**src/rtl/dht11_responder.sv**
```systemverilog
// DHT11 sensor emulator: answers a host start pulse on the open-drain data line
// with the response preamble and a 40-bit humidity/temperature/checksum frame.
module dht11_responder #(
    parameter int CLK_FREQ_HZ   = 25_000_000,
    parameter int START_MIN_US  = 18000,
    parameter int RESP_DELAY_US = 30,
    parameter int RESP_LOW_US   = 80,
    parameter int RESP_HIGH_US  = 80,
    parameter int BIT_LOW_US    = 50,
    parameter int BIT0_HIGH_US  = 26,
    parameter int BIT1_HIGH_US  = 70
) (
    input  logic       clk,
    input  logic       rst,
    input  logic       dht_in,
    output logic       dht_oe,
    input  logic [7:0] hum_int,
    input  logic [7:0] hum_dec,
    input  logic [7:0] temp_int,
    input  logic [7:0] temp_dec,
    output logic       busy,
    output logic       frame_done,
    output logic       start_err
);

    localparam int CYC_PER_US = CLK_FREQ_HZ / 1_000_000;
    localparam int PW         = (CYC_PER_US > 1) ? $clog2(CYC_PER_US) : 1;

    localparam logic [PW-1:0] PRESC_MAX    = PW'(CYC_PER_US - 1);
    localparam logic [15:0]   L_START_MIN  = 16'(START_MIN_US);
    localparam logic [15:0]   L_RESP_DELAY = 16'(RESP_DELAY_US);
    localparam logic [15:0]   L_RESP_LOW   = 16'(RESP_LOW_US);
    localparam logic [15:0]   L_RESP_HIGH  = 16'(RESP_HIGH_US);
    localparam logic [15:0]   L_BIT_LOW    = 16'(BIT_LOW_US);
    localparam logic [15:0]   L_BIT0       = 16'(BIT0_HIGH_US);
    localparam logic [15:0]   L_BIT1       = 16'(BIT1_HIGH_US);

    typedef enum logic [2:0] {
        IDLE,
        HOST_LOW,
        RESP_WAIT,
        RESP_LOW,
        RESP_HIGH,
        BIT_LOW,
        BIT_HIGH,
        END_LOW
    } state_t;

    state_t        state;
    logic [PW-1:0] presc;
    logic [15:0]   cnt;
    logic [5:0]    idx;
    logic [39:0]   frame;
    logic [1:0]    sync;
    logic [7:0]    csum;
    logic [15:0]   phase_len;
    logic          us_tick;
    logic          phase_end;
    logic          line;

    assign us_tick = (presc == PRESC_MAX);
    assign line    = sync[1];
    assign csum    = hum_int + hum_dec + temp_int + temp_dec;

    always_comb begin
        phase_len = L_BIT_LOW;
        case (state)
            RESP_WAIT: phase_len = L_RESP_DELAY;
            RESP_LOW:  phase_len = L_RESP_LOW;
            RESP_HIGH: phase_len = L_RESP_HIGH;
            BIT_HIGH:  phase_len = frame[idx] ? L_BIT1 : L_BIT0;
            default:   phase_len = L_BIT_LOW;
        endcase
    end

    assign phase_end = us_tick && (cnt == phase_len - 16'd1);

    always_ff @(posedge clk) begin
        if (rst) begin
            state      <= IDLE;
            presc      <= '0;
            cnt        <= '0;
            idx        <= '0;
            frame      <= '0;
            sync       <= 2'b11;
            dht_oe     <= 1'b0;
            busy       <= 1'b0;
            frame_done <= 1'b0;
            start_err  <= 1'b0;
        end else begin
            frame_done <= 1'b0;
            start_err  <= 1'b0;
            // Our own drive (and its echo through the synchronizer) must not
            // look like a host start once we release the line.
            sync <= dht_oe ? 2'b11 : {sync[0], dht_in};

            presc <= us_tick ? '0 : presc + 1'b1;
            if (us_tick && cnt != 16'hFFFF)
                cnt <= cnt + 16'd1;

            // Every transition below also restarts the prescaler and phase counter.
            case (state)
                IDLE: begin
                    if (!line) begin
                        state <= HOST_LOW;
                        busy  <= 1'b1;
                        presc <= '0;
                        cnt   <= '0;
                    end
                end
                HOST_LOW: begin
                    if (line) begin
                        presc <= '0;
                        cnt   <= '0;
                        if (cnt >= L_START_MIN) begin
                            state <= RESP_WAIT;
                        end else begin
                            state     <= IDLE;
                            busy      <= 1'b0;
                            start_err <= 1'b1;
                        end
                    end
                end
                RESP_WAIT: begin
                    if (phase_end) begin
                        frame  <= {hum_int, hum_dec, temp_int, temp_dec, csum};
                        state  <= RESP_LOW;
                        dht_oe <= 1'b1;
                        presc  <= '0;
                        cnt    <= '0;
                    end
                end
                RESP_LOW: begin
                    if (phase_end) begin
                        state  <= RESP_HIGH;
                        dht_oe <= 1'b0;
                        presc  <= '0;
                        cnt    <= '0;
                    end
                end
                RESP_HIGH: begin
                    if (phase_end) begin
                        state  <= BIT_LOW;
                        idx    <= 6'd39;
                        dht_oe <= 1'b1;
                        presc  <= '0;
                        cnt    <= '0;
                    end
                end
                BIT_LOW: begin
                    if (phase_end) begin
                        state  <= BIT_HIGH;
                        dht_oe <= 1'b0;
                        presc  <= '0;
                        cnt    <= '0;
                    end
                end
                BIT_HIGH: begin
                    if (phase_end) begin
                        dht_oe <= 1'b1;
                        presc  <= '0;
                        cnt    <= '0;
                        if (idx == 6'd0) begin
                            state <= END_LOW;
                        end else begin
                            idx   <= idx - 6'd1;
                            state <= BIT_LOW;
                        end
                    end
                end
                END_LOW: begin
                    if (phase_end) begin
                        state      <= IDLE;
                        dht_oe     <= 1'b0;
                        busy       <= 1'b0;
                        frame_done <= 1'b1;
                        presc      <= '0;
                        cnt        <= '0;
                    end
                end
                default: begin
                    state  <= IDLE;
                    dht_oe <= 1'b0;
                    busy   <= 1'b0;
                end
            endcase
        end
    end

endmodule

```
**config.mk**
```make
export PLATFORM = sky130hd
export DESIGN_NAME = dht11_responder
export DESIGN_NICKNAME = d
export VERILOG_FILES = /design/src/rtl/dht11_responder.sv
export SDC_FILE = /design/constraint.sdc
export NUM_CORES = 1
export LEC_CHECK = 0
export BUFFER_PORTS_ARGS = -buffer_cell sky130_fd_sc_hd__buf_2
export CAP_MARGIN = 25
export CELL_PAD_IN_SITES_DETAIL_PLACEMENT = 1
export CELL_PAD_IN_SITES_GLOBAL_PLACEMENT = 2
export CORE_ASPECT_RATIO = 1.4
export CORE_UTILIZATION = 39
export CTS_BUF_LIST = sky130_fd_sc_hd__clkbuf_8
export DETAILED_ROUTE_END_ITERATION = 10
export GPL_TIMING_DRIVEN = 0
export PLACE_DENSITY = 0.85
export SKIP_LAST_GASP = 1
export SLEW_MARGIN = 25
export SYNTH_ARGS = -nofsm -noshare
export SYNTH_HDL_FRONTEND = slang
export SYNTH_SLANG_ARGS = --single-unit
export TNS_END_PERCENT = 1
```
**constraint.sdc**
```tcl
create_clock -name clk -period 4.7 [get_ports clk]
set_input_delay 0.705 -clock clk [delete_from_list [all_inputs] [get_ports clk]]
set_output_delay 0.705 -clock clk [all_outputs]
set_load 0.005 [all_outputs]
```
==> summary.md <==
| Metric | Value |
|---|---|
| Leak | `2.307 nW` |
| Mapped Area | `4513 um2` |
| HP Class | `flop to flop` |
| Reg2reg path depth | `16` |
| Finish-stage setup viols | `0` |
| Routed WL per cell | `17.43 um` |
| Starting Density | `between 40 and 50%` |
| Dpl cell area | `4883 um2` |
| Vias in the first global route | `3849` |
| IO buf count | `38` |
| Storage element area | `roughly 1500 um2` |
| Yosys reg bits | `76` |
| Core ar. | `11280 um2` |
| Final ANT Viol Nets | `0` |
| Clock sink count | `76` |
| Yosys top cell area share | `33.71%` |
| Critical path endpoint category | `flop` |
| RePlAce Congestion | `0.7955` |
| CTS HTree Levels | `3` |
| Power Total | `1.519 mW` |
| Hold WS | `0.4132 ns` |
| Area growth syn-to-layout | `13.34%` |
| Worst-margin pin slew | `0.8367 ns` |
| Die Ht | `129.3 um` |
| Fin area | `approximately 5000 um2` |
| Final HPWL DP | `9.342 mm` |
| Final period util | `94.59%` |
| CP max FO | `10` |
| Reg2reg start | `idx[1]$_SDFFE_PP0P_` |
| Max_slew headroom | `a little over two fifths` |
| Combinational fraction of design power | `a little under a fifth` |
| Critical Path Source Type | `flop` |
| Die X | `92.92 um` |
| GRT overflow | `0` |
| Initial antenna violation count | `0` |
| Seq pwr share | `a little over two fifths` |
| Netlist cell types | `slightly above 60` |
| DR vias | `3607` |
| Bufs on Longest Clock Path | `2` |
| Cts bufs inserted | `9` |
| CTS tree | `yes` |
| RSZ-0062 raised after global routing | `false` |
| Sequential-to-total area share from yosys stat | `approximately 34%` |
| Largest area contributor in the netlist | `dfxtp_1` |
| Cell Int Power | `~1.1 mW` |
| Layout net count | `just under 600` |
| Cts hold-fix bufs | `0` |
| First-pass GRT wire length | `19.06 mm` |
| Dpl cells | `654` |
| Crit path to | `cnt[5]$_SDFF_PP0_` |
| PwrDens | `296.9 nW/um2` |
| Final-layout fill cell count | `1331` |
| DR DRC count | `0` |
| Min cycle time layout | `4.446 ns` |
| TritonRoute pass-1 iters | `4` |
| Largest net degree at the start of global routing | `15` |
| Switching power | `0.4418 mW` |
| Syn avg cell area | `roughly 9.6 um2` |
| Post-synth top cells | `nor2_1 (78), dfxtp_1 (76), mux2i_1 (45)` |
| Critical Path RT | `4.95 ns` |
| Slew Viols, Final | `0` |
| Ys flop type | `dfxtp_1` |
| EDFF count, synth | `0` |
| Maximum vdd drop | `0.1731 mV` |
| Multi-input combinational cell area | `2759 um2` |
| Sw Ratio | `roughly 29%` |
| Reg clk slew, reported paths | `around 0.090 ns` |
| Tot GR Track Use | `between 20% and 30%` |
| Fin Setup TNS | `0 ns` |
| Achievable Freq | `224.9 MHz` |
| Synth warn | `0` |
| Most common cell in the netlist | `nor2_1` |
| Flop2flop setup slack | `0.25 ns` |
| Share of flip-flops with an asynchronous set or reset | `0%` |
| Status | `finished clean` |
| Non-Filler Instances | `670` |
| Clk_lat worst skew | `0.35 ns` |
| Cells after Synth | `472` |
| Syn Nets | `535` |
| Area contributors post-synth | `dfxtp_1 (34%), mux2i_1 (10%), nor2_1 (6.5%), fa_1 (6.2%), ha_1 (3.9%)` |
| CP Class | `flop to flop` |
| Maxcap violations | `0` |
| Antenna cells | `0` |
| Final Skew | `0.01020 ns` |
| Detailed Route WL | `11.68 mm` |
| Worst reg2reg path endpoint | `cnt[5]$_SDFF_PP0_` |
| Share of layout cells above drive strength 1 | `14.83%` |
| Number of placement rows | `between 40 and 50` |
| Critical path startpoint | `idx[1]$_SDFFE_PP0P_` |
| Crit path DAT | `4.70 ns` |
| Clock share of power | `37.6%` |
| Final hold vios | `0` |
| Clk root buf | `clkbuf_8` |
| DR vias/cell | `5.384` |
| Die Area | `12010 um2` |
| Drt initial violations | `116` |
| Io pins | `39` |
==> placed cells by master, fill, tap and decap left out, drive strengths merged, types with 8 or more instances in the layout <==
master	instances
nor2	78
and3	8
inv	15
xor2	19
a21oi	14
buf	50
nand4	8
nand2	19
ha	14
fa	14
o21ai	12
nand3	12
clkbuf	24
dfxtp	76
mux2i	45
xnor2	15
==> flip-flops by register name, summed over array words and instances, names as in the netlist <==
name / count
frame: 40
cnt: 16
idx: 6
presc: 5
state: 3
sync: 2
busy: 1
dht_oe: 1
frame_done: 1
start_err: 1
==> power by group through the flow <==
stage               logic, mW  clock network [mW]  registers, mW
finish                  0.289               0.572          0.658
global route            0.326               0.619          0.660
CTS                     0.295               0.587          0.658
detailed placement      0.293                   0          0.673
global placement        0.286                   0          0.673
floorplan               0.196                   0          0.671
==> critical path, cell delays in order (launching register included) <==
cell	delay (ns)
dfxtp_1	0.30
buf_2	0.18
buf_2	0.22
a2111oi_0	0.77
o41a_2	0.29
nand2_1	0.07
o21ai_0	0.16
ha_1	0.26
xor2_1	0.18
nor4bb_1	0.34
o211ai_1	0.25
a311oi_1	0.36
a2111o_1	0.23
nand2_2	0.16
o21ai_4	0.30
buf_6	0.19
nor2_1	0.06
==> kinds of logic (layout without fill, tap and decap cells) <==
family / Yosys count / count (layout) / synth area share, %
adders and majority gates: 28 / 28 / 10.09
muxes: 53 / 53 / 13.72
AOI/OAI and AO/OA: 58 / 58 / 9.648
buffers and inverters: 41 / 95 / 5.323
DFF: 76 / 76 / 33.71
and+or+nand+nor: 181 / 181 / 20.82
xor gates and xnor gates: 34 / 34 / 6.598
other: 1 / 1 / 0.08309
==> worst min path at each step <==
stage,depth (start not counted),slack (ns),start,endpoint
after detailed placement,1,0.40,sync[0]$_SDFF_PP1_,sync[1]$_SDFF_PP1_
final,1,0.41,sync[0]$_SDFF_PP1_,sync[1]$_SDFF_PP1_
after CTS,1,0.42,sync[0]$_SDFF_PP1_,sync[1]$_SDFF_PP1_
after floorplan,1,0.38,sync[0]$_SDFF_PP1_,sync[1]$_SDFF_PP1_
after global placement,1,0.40,sync[0]$_SDFF_PP1_,sync[1]$_SDFF_PP1_
after global routing,1,0.45,sync[0]$_SDFF_PP1_,sync[1]$_SDFF_PP1_
==> what timing repair did <==
action,4_1_cts,5_1_grt
buffers inserted,0,0
endpoints found under the setup margin,0,10
gates resized for setup,0,1
==> metal layers <==
metal	GRT usage [%]	wire, um
met4	8.145	287
met1	20.99	4582
met3	3.052	228
met2	41.57	6578
met5	0	0
==> final cells by class <==
cell class	count	share of cell area, %
buffer	27	3.669
clock buffer	9	2.422
clock inverter	7	1.957
inverter	14	1.027
multi-input combinational	355	53.94
sequential	76	29.75
tap	144	3.523
timing repair buffer	38	3.718
==> metrics by stage <==
stage	worst slack, ns	utilization, %
detailed placement	0.1820	43.29
global placement	0.4208	43.29
CTS	0.1607	45.28
global route	0.04394	45.34
finish	0.2541	45.34
floorplan	1.135	-
(Power assumes the default switching activity.)
